--- src/rtl/tron_pkg.sv ---
// Shared definitions for the Tron plot path: phase codes, colours, palette and pos field helpers.
package tron_pkg;

  typedef enum logic [1:0] {
    PH_CLEAR = 2'b00,
    PH_ROUND = 2'b01,
    PH_WIN   = 2'b10,
    PH_DONE  = 2'b11
  } phase_t;

  localparam logic [23:0] DEFAULT_PALETTE = 24'o67421;
  localparam logic [2:0]  BLACK = 3'b000;
  localparam logic [2:0]  WHITE = 3'b111;

  // pos fields are packed {x,y}; x sits above the y_w low bits
  function automatic logic [15:0] POS_X(input logic [31:0] field, input int unsigned y_w);
    logic [31:0] s;
    s = field >> y_w;
    return s[15:0];
  endfunction

  function automatic logic [15:0] POS_Y(input logic [31:0] field, input int unsigned y_w);
    logic [31:0] m;
    m = field & ((32'd1 << y_w) - 32'd1);
    return m[15:0];
  endfunction

endpackage

--- src/rtl/rect_sweeper.sv ---
// Raster sweep of a rectangle, y outer and x inner; one coordinate per cycle after start.
module rect_sweeper #(
  parameter int X_W = 8,
  parameter int Y_W = 7
) (
  input  logic           clk,
  input  logic           rst_n,
  input  logic           start,
  input  logic [X_W-1:0] origin_x,
  input  logic [Y_W-1:0] origin_y,
  input  logic [X_W-1:0] width,
  input  logic [Y_W-1:0] height,
  output logic [X_W-1:0] x,
  output logic [Y_W-1:0] y,
  output logic           valid,
  output logic           last
);

  logic           active;
  logic [X_W-1:0] cx, ox, w_q;
  logic [Y_W-1:0] cy, oy, h_q;
  logic           x_end, y_end;

  assign x_end = (cx == w_q - X_W'(1));
  assign y_end = (cy == h_q - Y_W'(1));

  always_ff @(posedge clk or negedge rst_n) begin
    if (!rst_n) begin
      active <= 1'b0;
      cx     <= '0;
      cy     <= '0;
      ox     <= '0;
      oy     <= '0;
      w_q    <= '0;
      h_q    <= '0;
    end else if (start) begin
      active <= 1'b1;
      cx     <= '0;
      cy     <= '0;
      ox     <= origin_x;
      oy     <= origin_y;
      w_q    <= width;
      h_q    <= height;
    end else if (active) begin
      if (x_end) begin
        cx <= '0;
        if (y_end) active <= 1'b0;
        else       cy     <= cy + Y_W'(1);
      end else begin
        cx <= cx + X_W'(1);
      end
    end
  end

  assign x     = ox + cx;
  assign y     = oy + cy;
  assign valid = active;
  assign last  = active && x_end && y_end;

endmodule

--- src/rtl/plot_sequencer.sv ---
// Time-multiplexes one VGA plot port across screen clear, player heads, timer bar and winner badge.
module plot_sequencer
  import tron_pkg::*;
#(
  parameter int          N_PLAYERS = 4,
  parameter int          X_W       = 8,
  parameter int          Y_W       = 7,
  parameter int          SCREEN_W  = 160,
  parameter int          SCREEN_H  = 120,
  parameter int          TIMER_Y   = 119,
  parameter int          TIMER_LEN = 159,
  parameter int          WIN_SIZE  = 8,
  parameter logic [23:0] PALETTE   = DEFAULT_PALETTE,
  localparam int         IDX_W     = (N_PLAYERS > 1) ? $clog2(N_PLAYERS) : 1,
  localparam int         PW        = X_W + Y_W
) (
  input  logic                    CLOCK_50,
  input  logic                    resetn,
  input  logic                    tick,
  input  logic                    game_over,
  input  logic                    restart,
  input  logic [IDX_W-1:0]        winner,
  input  logic [N_PLAYERS-1:0]    alive,
  input  logic [N_PLAYERS*PW-1:0] pos,
  output logic [X_W-1:0]          x,
  output logic [Y_W-1:0]          y,
  output logic [2:0]              colour,
  output logic                    plot,
  output logic                    running,
  output logic [1:0]              phase
);

  localparam int SLOT_W = $clog2(N_PLAYERS + 1);
  localparam logic [SLOT_W-1:0] LAST_SLOT = SLOT_W'(N_PLAYERS);
  localparam logic [X_W-1:0] WIN_X0 = X_W'((SCREEN_W - WIN_SIZE) / 2);
  localparam logic [Y_W-1:0] WIN_Y0 = Y_W'((SCREEN_H - WIN_SIZE) / 2);

  // S_BOOT is the one idle CLEAR cycle after reset that launches the sweep
  typedef enum logic [2:0] {S_BOOT, S_CLEAR, S_ROUND, S_WIN, S_DONE} state_t;

  state_t             state_q, state_d;
  logic [SLOT_W-1:0]  slot_q, slot_d;
  logic [X_W-1:0]     timer_q;
  logic [IDX_W-1:0]   winner_q;
  logic [X_W-1:0]     x_q, x_d;
  logic [Y_W-1:0]     y_q, y_d;
  logic [2:0]         colour_q, colour_d;
  logic               plot_q, plot_d;

  logic               sw_start, sw_valid, sw_last;
  logic [X_W-1:0]     sw_ox, sw_w, sw_x;
  logic [Y_W-1:0]     sw_oy, sw_h, sw_y;

  logic [PW-1:0]      pos_f;
  logic [2:0]         slot_colour, win_colour;
  logic               slot_alive;
  phase_t             ph;

  assign pos_f       = PW'(pos >> (PW * int'(slot_q)));
  assign slot_colour = 3'(PALETTE >> (3 * int'(slot_q)));
  assign slot_alive  = 1'(alive >> slot_q);
  assign win_colour  = (int'(winner_q) < N_PLAYERS) ? 3'(PALETTE >> (3 * int'(winner_q))) : WHITE;

  rect_sweeper #(.X_W(X_W), .Y_W(Y_W)) u_sweep (
    .clk      (CLOCK_50),
    .rst_n    (resetn),
    .start    (sw_start),
    .origin_x (sw_ox),
    .origin_y (sw_oy),
    .width    (sw_w),
    .height   (sw_h),
    .x        (sw_x),
    .y        (sw_y),
    .valid    (sw_valid),
    .last     (sw_last)
  );

  always_comb begin
    state_d  = state_q;
    slot_d   = slot_q;
    x_d      = x_q;
    y_d      = y_q;
    colour_d = colour_q;
    plot_d   = 1'b0;
    sw_start = 1'b0;
    sw_ox    = '0;
    sw_oy    = '0;
    sw_w     = X_W'(SCREEN_W);
    sw_h     = Y_W'(SCREEN_H);
    case (state_q)
      S_BOOT: begin
        sw_start = 1'b1;
        state_d  = S_CLEAR;
      end
      S_CLEAR: begin
        x_d      = sw_x;
        y_d      = sw_y;
        colour_d = BLACK;
        plot_d   = sw_valid;
        slot_d   = '0;
        if (sw_last) state_d = S_ROUND;
      end
      S_ROUND: begin
        if (slot_q == LAST_SLOT) begin
          x_d      = timer_q;
          y_d      = Y_W'(TIMER_Y);
          colour_d = WHITE;
          plot_d   = 1'b1;
          slot_d   = '0;
          // exit only at the timer slot so every round is drawn in full
          if (timer_q == X_W'(TIMER_LEN) || game_over) begin
            state_d  = S_WIN;
            sw_start = 1'b1;
            sw_ox    = WIN_X0;
            sw_oy    = WIN_Y0;
            sw_w     = X_W'(WIN_SIZE);
            sw_h     = Y_W'(WIN_SIZE);
          end
        end else begin
          x_d      = X_W'(POS_X(32'(pos_f), Y_W));
          y_d      = Y_W'(POS_Y(32'(pos_f), Y_W));
          colour_d = slot_colour;
          plot_d   = slot_alive;
          slot_d   = slot_q + SLOT_W'(1);
        end
      end
      S_WIN: begin
        x_d      = sw_x;
        y_d      = sw_y;
        colour_d = win_colour;
        plot_d   = sw_valid;
        if (sw_last) state_d = S_DONE;
      end
      S_DONE: begin
        if (restart) begin
          state_d  = S_CLEAR;
          sw_start = 1'b1;
        end
      end
      default: state_d = S_BOOT;
    endcase
  end

  always_ff @(posedge CLOCK_50 or negedge resetn) begin
    if (!resetn) begin
      state_q  <= S_BOOT;
      slot_q   <= '0;
      timer_q  <= '0;
      winner_q <= '0;
      x_q      <= '0;
      y_q      <= '0;
      colour_q <= '0;
      plot_q   <= 1'b0;
    end else begin
      state_q  <= state_d;
      slot_q   <= slot_d;
      x_q      <= x_d;
      y_q      <= y_d;
      colour_q <= colour_d;
      plot_q   <= plot_d;
      if (state_q == S_ROUND && state_d == S_WIN) winner_q <= winner;
      if (state_q == S_DONE && restart)
        timer_q <= '0;
      else if (state_q == S_ROUND && tick && timer_q < X_W'(TIMER_LEN))
        timer_q <= timer_q + X_W'(1);
    end
  end

  always_comb begin
    ph = PH_CLEAR;
    case (state_q)
      S_ROUND: ph = PH_ROUND;
      S_WIN:   ph = PH_WIN;
      S_DONE:  ph = PH_DONE;
      default: ph = PH_CLEAR;
    endcase
  end

  assign x       = x_q;
  assign y       = y_q;
  assign colour  = colour_q;
  assign plot    = plot_q;
  assign running = (state_q == S_ROUND);
  assign phase   = ph;

endmodule
--- config.mk ---
export PLATFORM = sky130hd
export DESIGN_NAME = plot_sequencer
export DESIGN_NICKNAME = d
export VERILOG_FILES = /design/src/rtl/tron_pkg.sv /design/src/rtl/rect_sweeper.sv /design/src/rtl/plot_sequencer.sv
export SDC_FILE = /design/constraint.sdc
export NUM_CORES = 1
export LEC_CHECK = 0
export CAP_MARGIN = 20
export CORE_UTILIZATION = 50
export DETAILED_ROUTE_END_ITERATION = 6
export PLACE_DENSITY = 0.82
export SYNTH_ARGS = -nofsm -noshare
export SYNTH_HDL_FRONTEND = slang
export SYNTH_SLANG_ARGS = --single-unit
--- constraint.sdc ---
create_clock -name CLOCK_50 -period 5.2 [get_ports CLOCK_50]
set_input_delay 1.04 -clock CLOCK_50 [delete_from_list [all_inputs] [get_ports CLOCK_50]]
set_output_delay 1.04 -clock CLOCK_50 [all_outputs]
set_load 0.02 [all_outputs]
[After elaboration in Yosys (flattened, before gate mapping)]
Cells that the tools add are included.
Word-level totals
  bits in registers: 81
  output and inout bits: 22
Operators by class
  $lt $le $gt $ge: 1
  equality and inequality tests: 10
  add/sub/neg operators: 8
  shift-type cells: 4
  reductions and logical operators: 16
  mux-type cells: 46
  multiply operators: 3
Operators with widths (number)
  $mux 7: 11
  $mux 8: 9
  $shr 60x7->15: 1
  $mux 3: 7
  $mux 6: 3
  $add 8x1->8 const B: 2
  $pmux 8 s2: 1
  $pmux 3 s5: 1
  $shr 15x4->3 const A: 1
  $shr 15x5->3 const A: 1
  $pmux 7 s2: 1
  $reduce_bool 2->1: 5
  $eq 3x2->1 const B: 3
  $pmux 3 s3: 1
  $add 8x8->8: 1
  $eq 8x8->1: 1
  $eq 8x8->1 const B: 1
  $lt 8x8->1 const B: 1
  $mux 1: 8
  $sub 8x1->8 const B: 1
  $add 7x1->7 const B: 1
  $add 7x7->7: 1
  $eq 7x7->1: 1
  $mul 4x3->7 const A: 1
  18 further kinds: 24

[Logic depth before layout (Yosys ltp)]
  word-level depth: 8
  depth in mapped cells: 10
  gate-level depth less buffers: 7

[By module]
A second synthesis with hierarchy kept.
Unflattened totals
  cell total of the unflattened synthesis: 529
  area total of the unflattened synthesis: 5243.8 µm²
Modules (own cells, without submodules)
  rect_sweeper: times used 1, cells each 306, area each 2995.4 µm²
  plot_sequencer: times used 1, cells each 223, area each 2248.4 µm²

[Worst setup path after synthesis]
Ideal clock, no wire load.
  path kind: register to output
  start point: reg state_q[0]
  end point: out phase[1]
  slack: 2.629 ns
  arrival: 1.531 ns
  buffers on the path: 2
  required time: 4.160 ns
  stages on the path, launching flop included: 5
  path through: dfrtp_1 clkbuf_1 nand2_1 clkbuf_1 o21ai_0
On the way
  cells in the longest elaborated chain, start to end: 2
  elaborated cells on any way between the ends: 4
RTL lines
  from (decl): RTL line plot_sequencer.sv:41  | state_t state_q, state_d;
  from (signal assigned): RTL line plot_sequencer.sv:155  | state_q <= state_d;
  $eq 3x3->1 / $eq 3x2->1 (equally long branches): RTL line plot_sequencer.sv:171  | case (state_q)
  $pmux 2 s3 (*): RTL line plot_sequencer.sv:171
  to (decl): RTL line plot_sequencer.sv:30  | output logic [1:0] phase
Mark *: on every way between the ends. The rest lies on a longest branch, timed or not.

[Worst setup path after layout]
Ends and elaborated chain as after synthesis.

==> impl_metrics.py <==
metrics = {
    "detailed_routing": {
        "vias": 3303,
        "drc_errors": 0,
        "wl_per_cell_um": 17.71,
        "via_per_inst": 6.016,
        "drt_wl_total_um": 9723,
        "drt_pass1_iterations": 5,
        "drt_iter0_drc": 243,
        "antenna_left": 0,
    },
    "layout": {
        "finish.net_count": 539,
        "syn_to_final_growth_pct": 30.83,
        "layout-drive-gt1-share_pct": 9.934,
        "final_area_mm2": 0.004705,
        "diodes": 0,
        "stdcell_count": 549,
        "final_util_pct": 68.49,
        "fillers": 536,
    },
    "hold_path": {
        "hold_class": "flip-flop to flip-flop",
        "hold-path-cell-count": 2,
        "hp-start": "y[0]$_DFFE_PN0P_",
        "min_to": "y[0]$_DFFE_PN0P_",
    },
    "clock_network": {
        "tritoncts": "yes",
        "clockBufferDepth": 2,
        "clock_sink_count": 54,
        "cts.clk_slew.worst_paths_ns": 0.10,
        "root_buffer": "clkbuf_8",
        "clkLatencyLatePin_ns": 0.31,
        "numCtsBuffers": 5,
        "cts_hold_buf": 0,
        "cts_setup_buffers": 0,
        "cts_max_level": 2,
        "cts_resized": 0,
    },
    "synth": {
        "synth_edf_count": 0,
        "synth_commonest_cells": "dfrtp_1 (54), a21oi_1 (31), nand2_1 (27), o21ai_0 (27), nor2_1 (24)",
        "seq_area_frac_synth_pct": 37.58,
        "synthArstFlopShare_pct": 100.0,
        "ys.flop_type": "dfrtp_1",
        "yosysMostFrequentCell": "dfrtp_1",
        "synth_area_per_cell_um2": 9.719,
        "synth_area_mm2": 0.003596,
        "yosys_warnings": 0,
        "synthCells": 370,
        "synth_area_leader_cell": "dfrtp_1",
        "synth_area_leaders": "dfrtp_1 (38%), mux4_2 (10%), ha_1 (4.9%), a21oi_1 (4.3%), o21ai_0 (3.8%)",
        "synth_nets": 457,
        "ys_ff_latch": 54,
        "synth_top_cell_area_share_pct": 37.58,
        "ys_types": 55,
    },
    "flow_run": {
        "maxCapViolCount": 0,
    },
    "critical_path": {
        "startpoint_type": "flip-flop",
        "r2r_slack_ns": 2.40,
        "cp_top_family": "flip-flops",
        "crit_fanout": 23,
        "path_class": "flip-flop to primary output",
        "r2r_cells": 6,
        "worst_r2r_endpoint": "u_sweep.cy[1]$_DFFE_PN0P_",
        "cp-end-kind": "primary output",
        "max_stage_delay_ns": 0.75,
        "worstPathCellList": "nand2_1 -> o21ai_0 -> clkdlybuf4s50_1",
        "worst-path-buf-inv": 1,
        "r2r-start": "slot_q[1]$_DFFE_PN0P_",
        "cp.arrival_ns": 2.58,
        "cpMaxStageDelayCell": "dfrtp_1",
        "worst_ep_required_time_ns": 4.16,
    },
    "floorplan": {
        "row_count": 30,
        "num_io_pins": 93,
        "die_area_mm2": 0.007535,
        "fp.dieH_um": 86.81,
        "dieWidth_um": 86.81,
        "initial_core_util_pct": 52.35,
        "fp.coreArea_mm2": 0.006869,
    },
    "placed_design": {
        "routabilityCongestion": 0.8505,
        "port_buffers": 92,
        "dp_hpwl_um": 7405,
        "place_inst": 541,
        "place_area_mm2": 0.004567,
    },
    "pwr": {
        "power_density_mw_per_mm2": 176.6,
        "vdd_drop_max_v": 0.0001447,
        "p_leak_nw": 1.898,
        "finalPower_mw": 0.8308,
    },
    "global_routing": {
        "first_global_vias": 3172,
        "grt_first_pass_wirelength_um": 15320,
        "grt_overflow": 0,
        "grt_max_degree": 55,
        "antenna_found_initial": 0,
        "grt_util_all_layers_pct": 26.50,
    },
    "sta": {
        "drv_slew": 0,
        "finalSetupTns_ns": 0,
        "setup-violations-final": 0,
        "hold_viol_final": 0,
        "fmax_mhz": 276.2,
        "rsz0062_at_grt": "false",
        "min_period_ns": 3.620,
        "clock_skew_ns": 0.01266,
        "period_share_pct": 69.62,
        "tightestPinTransition_ns": 1.058,
        "relSlewSlack_pct": 29.18,
    },
    "status": {
        "run_status": "completed",
    },
}
-- kinds of logic after synthesis --
logic type | after synthesis | synth area share (%)
simple gates | 115 | 16.98
compound gates | 114 | 20.22
flops | 54 | 37.58
buf+inv | 34 | 3.897
mux | 20 | 11.20
xor+xnor | 17 | 4.140
fa+ha+maj | 16 | 5.985
-- how the worst max path moves through the flow --
stage                         startpoint        to  slack [ns]  cells past startpoint
floorplan           state_q[0]$_DFF_PN0_  phase[1]        2.63                      4
global placement    state_q[0]$_DFF_PN0_  phase[1]        2.02                      3
detailed placement  state_q[0]$_DFF_PN0_  phase[1]        1.98                      3
CTS                 state_q[0]$_DFF_PN0_  phase[1]        1.61                      3
global route        state_q[0]$_DFF_PN0_  phase[1]        1.40                      3
finish              state_q[0]$_DFF_PN0_  phase[1]        1.58                      3
-- metal layers --
| metal | vias to the layer above | share of wire, % | GRT usage, % |
|---|---|---|---|
| met4 | 0 | 1.3 | 6.364 |
| met2 | 153 | 50 | 45.81 |
| met3 | 12 | 6.4 | 3.524 |
| met1 | 1585 | 42 | 35.34 |
| met5 | - | 0 | 0 |
| li1 | 1553 | - | - |
-- state kept, by name, indices dropped and copies added, names as in the netlist, 2 cells and up --
| signal | flops |
|---|---|
| u_sweep.cx | 8 |
| winner_q | 2 |
| state_q | 3 |
| u_sweep.cy | 7 |
| slot_q | 3 |
| x | 8 |
| timer_q | 8 |
| y | 7 |
| u_sweep.h_q | 2 |
| colour | 3 |
-- stage by stage --
step | worst slack [ns] | hold WS (ns)
after global placement | 2.023 | 0.4632
after detailed placement | 1.980 | 0.4693
final | 1.580 | 0.4851
after global routing | 1.399 | 0.5083
after floorplan | 2.629 | 0.4848
after CTS | 1.614 | 0.4901
-- worst reg2reg max path: stages, from the launching register on --
cell and delay (ns):
dfrtp_1 0.89, inv_1 0.14, ha_1 0.30, and2_1 0.30, a31oi_1 0.75, nand2_1 0.13, o31ai_1 0.21
-- layout make-up --
type | instances | area (um2) | area share, %
repair buffers | 95 | 938.4 | 19.95
clock inverters | 3 | 68.82 | 1.463
flip-flops and latches | 54 | 1351 | 28.72
clock buffers | 5 | 68.82 | 1.463
multi-input cells | 282 | 2105 | 44.73
inverters | 14 | 52.55 | 1.117
well taps | 96 | 120.1 | 2.553
-- power by group --
| part | leakage, nW | internal (mW) | total (mW) | switching, mW |
|---|---|---|---|---|
| combinational | 1.14 | 0.0549 | 0.0748 | 0.0199 |
| sequential | 0.685 | 0.420 | 0.420 | 0 |
| clock | 0.0683 | 0.193 | 0.336 | 0.143 |
-- placed cells by master (no fill, tap or decap), drive strengths merged, types with 14 or more instances in the layout --
| master | count |
|---|---|
| clkdlybuf4s50 | 91 |
| nor2 | 25 |
| ha | 14 |
| dfrtp | 54 |
| a21oi | 31 |
| mux4 | 16 |
| inv | 14 |
| nand3 | 19 |
| nand2 | 28 |
| o21ai | 27 |
(Power assumes the default switching activity.)
